$ cat config.mk
export PLATFORM = sky130hd
export DESIGN_NAME = switch_debouncer
export DESIGN_NICKNAME = d
export VERILOG_FILES = /design/src/rtl/switch_debouncer_pkg.sv /design/src/rtl/switch_debouncer_debounce_cell.sv /design/src/rtl/switch_debouncer.sv
export SDC_FILE = /design/constraint.sdc
export NUM_CORES = 1
export LEC_CHECK = 0
export BUFFER_PORTS_ARGS = -buffer_cell sky130_fd_sc_hd__buf_2
export CAP_MARGIN = 20
export CORE_ASPECT_RATIO = 0.8
export CORE_MARGIN = 8
export CORE_UTILIZATION = 60
export DETAILED_ROUTE_END_ITERATION = 7
export GPL_TIMING_DRIVEN = 0
export HOLD_SLACK_MARGIN = 0.06
export PLACE_DENSITY = 0.89
export SYNTH_ARGS = -nofsm -noshare
export SYNTH_HDL_FRONTEND = slang
export SYNTH_SLANG_ARGS = --single-unit
$ cat constraint.sdc
create_clock -name i_clk -period 1.97 [get_ports i_clk]
set_input_delay 0.0985 -clock i_clk [delete_from_list [all_inputs] [get_ports i_clk]]
set_output_delay 0.0985 -clock i_clk [all_outputs]
set_load 0.01 [all_outputs]
$ cat src/rtl/switch_debouncer_pkg.sv
// Shared constants for the switch debouncer: board clock and default debounce window.
// The default window is derived from the board clock so a clock change only touches this file.
package switch_debouncer_pkg;

   localparam int unsigned CLK_FREQ_HZ = 50_000_000;
   localparam int unsigned DEBOUNCE_MS = 1;

   // Converts a debounce time in milliseconds into board clock cycles
   function automatic int unsigned ms_to_cycles(input int unsigned ms);
      return (CLK_FREQ_HZ / 1000) * ms;
   endfunction

   localparam int unsigned DEBOUNCE_CYCLES_DEFAULT = ms_to_cycles(DEBOUNCE_MS);

endpackage

$ cat src/rtl/switch_debouncer_debounce_cell.sv
// Single-bit debounce cell: two-flop synchroniser, stability counter, accepted level and
// one-cycle rise/fall pulses. A new level is accepted only after DEBOUNCE_CYCLES consecutive
// synchronised samples disagree with the current accepted level.
module debounce_cell
   import switch_debouncer_pkg::*;
#(
   parameter int unsigned DEBOUNCE_CYCLES = DEBOUNCE_CYCLES_DEFAULT
) (
   input  logic i_clk,
   input  logic i_rst_n,
   input  logic i_raw,
   output logic o_dat,
   output logic o_rise,
   output logic o_fall,
   // Combinational: high during the cycle whose closing edge raises o_rise
   output logic o_rise_evt
);

   localparam int unsigned CNT_WIDTH = $clog2(DEBOUNCE_CYCLES);
   localparam logic [CNT_WIDTH-1:0] CNT_LAST = CNT_WIDTH'(DEBOUNCE_CYCLES - 1);

   logic                 sync1_q;
   logic                 sync2_q;
   logic                 stable_q;
   logic [CNT_WIDTH-1:0] cnt_q;
   logic [CNT_WIDTH-1:0] cnt_d;
   logic                 rise_q;
   logic                 fall_q;
   logic                 differs;
   logic                 accept;

   // Decide whether the synchronised level is accepted this edge and advance the counter
   always_comb begin
      differs = (sync2_q != stable_q);
      accept  = differs && (cnt_q == CNT_LAST);
      cnt_d   = '0;
      if (differs && !accept) begin
         cnt_d = cnt_q + CNT_WIDTH'(1);
      end
   end

   // Two-flop synchroniser for the asynchronous raw line
   always_ff @(posedge i_clk or negedge i_rst_n) begin
      if (!i_rst_n) begin
         sync1_q <= 1'b0;
         sync2_q <= 1'b0;
      end else begin
         sync1_q <= i_raw;
         sync2_q <= sync1_q;
      end
   end

   // Counter, accepted level and edge pulses; pulses last exactly one cycle
   always_ff @(posedge i_clk or negedge i_rst_n) begin
      if (!i_rst_n) begin
         cnt_q    <= '0;
         stable_q <= 1'b0;
         rise_q   <= 1'b0;
         fall_q   <= 1'b0;
      end else begin
         cnt_q  <= cnt_d;
         rise_q <= accept & sync2_q;
         fall_q <= accept & ~sync2_q;
         if (accept) begin
            stable_q <= sync2_q;
         end
      end
   end

   assign o_dat      = stable_q;
   assign o_rise     = rise_q;
   assign o_fall     = fall_q;
   assign o_rise_evt = accept & sync2_q;

endmodule

$ cat src/rtl/switch_debouncer.sv
// WIDTH-bit switch/button debouncer feeding the priority encoder. Each bit is conditioned by an
// independent debounce_cell. Define SW_DEBOUNCE_PENDING_EN to add a sticky pending-rise vector
// (o_pend) cleared per bit by i_clr; without it o_pend is tied low and i_clr is ignored.
module switch_debouncer
   import switch_debouncer_pkg::*;
#(
   parameter int unsigned WIDTH           = 8,
   parameter int unsigned DEBOUNCE_CYCLES = DEBOUNCE_CYCLES_DEFAULT
) (
   input  logic             i_clk,
   input  logic             i_rst_n,
   input  logic [WIDTH-1:0] i_raw,
   input  logic [WIDTH-1:0] i_clr,
   output logic [WIDTH-1:0] o_dat,
   output logic [WIDTH-1:0] o_rise,
   output logic [WIDTH-1:0] o_fall,
   output logic [WIDTH-1:0] o_pend
);

   logic [WIDTH-1:0] rise_evt;

   for (genvar gi = 0; gi < WIDTH; gi++) begin : g_cell
      debounce_cell #(
         .DEBOUNCE_CYCLES(DEBOUNCE_CYCLES)
      ) u_cell (
         .i_clk     (i_clk),
         .i_rst_n   (i_rst_n),
         .i_raw     (i_raw[gi]),
         .o_dat     (o_dat[gi]),
         .o_rise    (o_rise[gi]),
         .o_fall    (o_fall[gi]),
         .o_rise_evt(rise_evt[gi])
      );
   end

`ifdef SW_DEBOUNCE_PENDING_EN
   logic [WIDTH-1:0] pend_q;

   // Sticky pending flags: set on the edge o_rise asserts, set beats a same-edge clear
   always_ff @(posedge i_clk or negedge i_rst_n) begin
      if (!i_rst_n) begin
         pend_q <= '0;
      end else begin
         pend_q <= (pend_q & ~i_clr) | rise_evt;
      end
   end

   assign o_pend = pend_q;
`else
   logic unused_pend_inputs;
   assign unused_pend_inputs = ^{i_clr, rise_evt};
   assign o_pend = '0;
`endif

endmodule
# Yosys cells after proc, flatten, opt, wreduce, memory -nomap -nowiden
# Cells that the tools add are included.
# totals
reg_bits,168
output_inout_bits,32
in_bits,18
# op_classes
n_mux,8
n_eq_ne,16
bitwise,24
addsub,8
n_reduce_logical,24
# op_table
op,n
16-bit by 1-bit adder with 16-bit output (second input constant),8
16-bit == test (second input constant),8
16-bit two-way mux,8
1-bit bitwise AND,16
1-bit logical AND,16
1-bit logical NOT,8
1-bit != test,8
1-bit NOT,8

# Longest topological paths before layout
# depth
depth_word,5
mapped_depth,6
ltp_nobuf,5

# Modules after synthesis
# From an unflattened synthesis, not the netlist that was laid out.
# hier_totals
cells_unflattened,713
area_unflattened_um2,7821.3
# by_module_without_submodules
mod,seq_area_each_um2,area_each_um2,instances,cells_each
debounce_cell,525.5,969.7,8,88
switch_debouncer,0.0,63.8,1,9

# Worst setup path after synthesis
# OpenSTA, ideal clock, no wires.
# synth_path
path_kind,reg-to-reg
from,reg g_cell[0].u_cell.cnt_q[10]
to,reg g_cell[0].u_cell.stable_q
path_slack_ns,0.199
t_required_ns,1.845
t_arrival_ns,1.646
path_stages_with_launch,4
path_buffers,0
period_less_slack_ns,1.771
path_cell_list,dfrtp_1 or3_1 or4_4 mux2_4
# synth_via
elab_chain_cells,2
# synth_rtl
element,line_no,rtl
"start, declared",switch_debouncer_debounce_cell.sv:25,logic [CNT_WIDTH-1:0] cnt_q;
"start signal, assigned",switch_debouncer_debounce_cell.sv:61,cnt_q <= cnt_d;
16-bit == test,switch_debouncer_debounce_cell.sv:35,accept = differs && (cnt_q == CNT_LAST);
1-bit logical AND,switch_debouncer_debounce_cell.sv:35,
"end signal, assigned",switch_debouncer_debounce_cell.sv:65,stable_q <= sync2_q;
"end, declared",switch_debouncer_debounce_cell.sv:24,logic stable_q;
# Every way passes these cells.
# A chain may end at the register's enable or synchronous reset.

# Final worst setup path
# layout_path
from,reg g_cell[0].u_cell.cnt_q[13]
to,reg g_cell[0].u_cell.stable_q
# Same word-level chain as after synthesis.

==> reports/metrics.yaml <==
status: "finished clean"
fill_cells: 855
drtIter0Drc: 354
syn_area_per_cell_um2: 10.55
n_antenna_cell: 0
cts_buffer_depth: 2
place_congestion: 0.8292
cts.htree.levels: 4
remaining_drc_errors: 0
fin_ws_ns: 0.02707
synth_edf_count: 0
ys_seq_area_share_pct: 54.17
syn_area_um2: 7761
hold_class: "in -> async"
period_needed_ns: 1.943
synth.distinct_cells: 36
end_kind: "register"
netlist_top_cells_count: "168 x dfrtp_1, 137 x nor2_1, 95 x xnor2_1"
hold_viol: 0
globalRouteOverflowTotal: 0
yosys-top-cells-area: "dfrtp_1 54%, xnor2_1 11%, nor2_1 6.6%, buf_4 3.4%, nand3_1 3.0%"
root_buffer: "clkbuf_16"
grt_pass1_wl_um: 25500
timing.rr.end: "g_cell[0].u_cell.o_dat"
antenna_found_initial: 0
synth_top_area_cell: "dfrtp_1"
final_nets: 840
startpoint: "g_cell[0].u_cell.cnt_q[13]"
reg2reg_depth: 4
ir_worst_vdd_mv: 0.6802
yosys_warnings: 0
grt_setup_unrepaired: "yes"
slew_violations: 0
post_drt_wl_per_cell_um: 14.98
period_share_pct: 98.63
rows: 37
wirelength_um: 15010
synth_cells: 736
io_buffers: 33
post-place-ws_ns: -0.09493
track_usage_pct: 18.61
critPathRequiredTime_ns: 2.28
firstDrtPassIters: 8
synth_async_sr_flop_share_pct: 100.0
initial_utilization_pct: 60.96
hold_slack_ns: 0.1940
crit_type: "reg -> reg"
skew_ns: 0.01046
drive_above_1_share_pct: 17.78
path_clk_slew_ns: 0.07
drv_cap: 0
dp_hpwl_um: 9228
fmax_mhz: 514.7
coreArea_um2: 12730
ys_ff_latch: 168
grt_pass1_vias: 5337
power_leakage_uw: 0.003881
synthToLayoutAreaGrowth_pct: 16.51
cts_tree: "yes"
r2r_slack_ns: 0.03
cts_sinks: 168
slew_headroom_pct: 54.96
setup_violations: 0
yosysMostFrequentCell: "dfrtp_1"
critical_path.max_fanout: 4
multiInputGateArea_um2: 3297
ioPinCount: 50
cp.arrival_ns: 2.25
dieWidth_um: 143.2
die_height_um: 117.7
die_area_um2: 16850
start_kind: "register"
numCtsBuffers: 17
via_per_inst: 5.377
synth-main-ff-cell: "dfrtp_1"
yosys.area.top_type_share_pct: 54.17
via_count: 5388
rr_startpoint: "g_cell[0].u_cell.cnt_q[13]"
final-seq-area_um2: 4209
powerDensity_nw_per_um2: 779.6
postRouteAntennaNets: 0
worstMarginPinSlew_ns: 0.6695
grt_max_degree: 109
clock_latency_ns: 0.42
[flip-flops by register name, indices dropped and copies added (netlist names)]
signal,count
g_cell.u_cell.o_fall,8
g_cell.u_cell.o_dat,8
g_cell.u_cell.o_rise,8
g_cell.u_cell.sync2_q,8
g_cell.u_cell.sync1_q,8
g_cell.u_cell.cnt_q,128
[per-stage QoR]
| stage | TNS, ns | std cells | total power, uW | area [um^2] | util [%] |
|---|---|---|---|---|---|
| 2_1_floorplan | 0 | 743 | 3729 | 7787 | - |
| 3_3_place_gp | -281.30 | 951 | 3838 | 8172 | 64.19 |
| 3_5_place_dp | -1.744 | 952 | 3854 | 8209 | 64.48 |
| 4_1_cts | -0.007025 | 992 | 7116 | 8919 | 70.05 |
| 5_1_grt | -0.08582 | 1002 | 7326 | 9042 | 71.03 |
| 6_report | 0 | 1002 | 7050 | 9042 | 71.03 |
[worst max-delay path, stage by stage (launching register included)]
cell and delay (ns):
dfrtp_1 0.43, nor4b_4 0.29, nand3b_1 0.19, or4_4 0.61
mux2_4 0.31
[power breakdown]
group	internal, uW	switching (uW)	leakage, uW
clock	1870	1360	0.000280
combinational	95.2	156	0.00132
sequential	3510	58.7	0.00228
total	5470	1580	0.00388
[how the worst max path moves through the flow]
stage / depth (start not counted) / slack, ns / endpoint
final: 4 / 0.03 / g_cell[0].u_cell.o_dat
after global routing: 4 / -0.04 / g_cell[0].u_cell.o_dat
after CTS: 4 / -0.007 / g_cell[0].u_cell.o_dat
after detailed placement: 5 / -0.09 / g_cell[4].u_cell.cnt_q[10]
after global placement: 1 / -1.69 / g_cell[1].u_cell.o_fall
after floorplan: 3 / 0.20 / g_cell[0].u_cell.o_dat
[cells in the final DEF (no fill, tap or decap), types with 5 or more instances in the layout]
master | synthesis | final
dfrtp_1 | 168 | 164
nor2_1 | 137 | 137
xnor2_1 | 95 | 95
nand3_1 | 46 | 45
buf_4 | 35 | 45
buf_2 | 1 | 33
nand4_1 | 31 | 31
nor3_1 | 31 | 31
nor4_1 | 30 | 29
nand2_1 | 27 | 24
inv_1 | 24 | 24
xor2_1 | 22 | 22
clkbuf_16 | 0 | 17
nor3b_1 | 16 | 15
and3_1 | 14 | 14
dlygate4sd3_1 | 0 | 9
ha_1 | 8 | 8
conb_1 | 1 | 8
nor4bb_1 | 6 | 6
clkinv_2 | 0 | 5
[per-layer routing]
| layer | global-route usage [%] | vias up | part of all wire, % | routed length, um |
|---|---|---|---|---|
| met5 | 0 | - | 0 | 0 |
| met4 | 6.163 | 0 | 1.3 | 198 |
| met3 | 5.067 | 17 | 4.4 | 665 |
| met2 | 28.50 | 110 | 48 | 7202 |
| met1 | 25.07 | 2619 | 46 | 6947 |
| li1 | - | 2642 | - | - |
[cell families (layout without fill, tap and decap cells)]
group,after synthesis,count (layout),synth area share [%]
AOI/OAI and AO/OA,9,9,1.145
xor gates and xnor gates,117,117,13.20
DFF,168,168,54.17
and+or+nand+nor,361,361,24.04
buffers and inverters,64,148,4.804
other,1,8,0.04832
muxes,8,8,1.306
adders and majority gates,8,8,1.290
[cell type report]
type	instances	area share, %
well taps	175	2.421
clock inverters	15	1.674
clock buffers	17	4.705
repair buffers	53	4.068
flip-flops and latches	168	46.55
multi-input cells	511	36.46
plain buffers	39	3.127
inverters	24	0.9963
[repair_timing]
item                                    4_1_cts  5_1_grt
endpoints found under the setup margin       51       74
resized for setup                             6       16
cloned                                        0        0
hold endpoints to repair                     68        0
buffers inserted                              0       10
hold buffers                                  9        0
pin swaps                                     3       10
No activity file was read; power rests on OpenSTA's default activity.
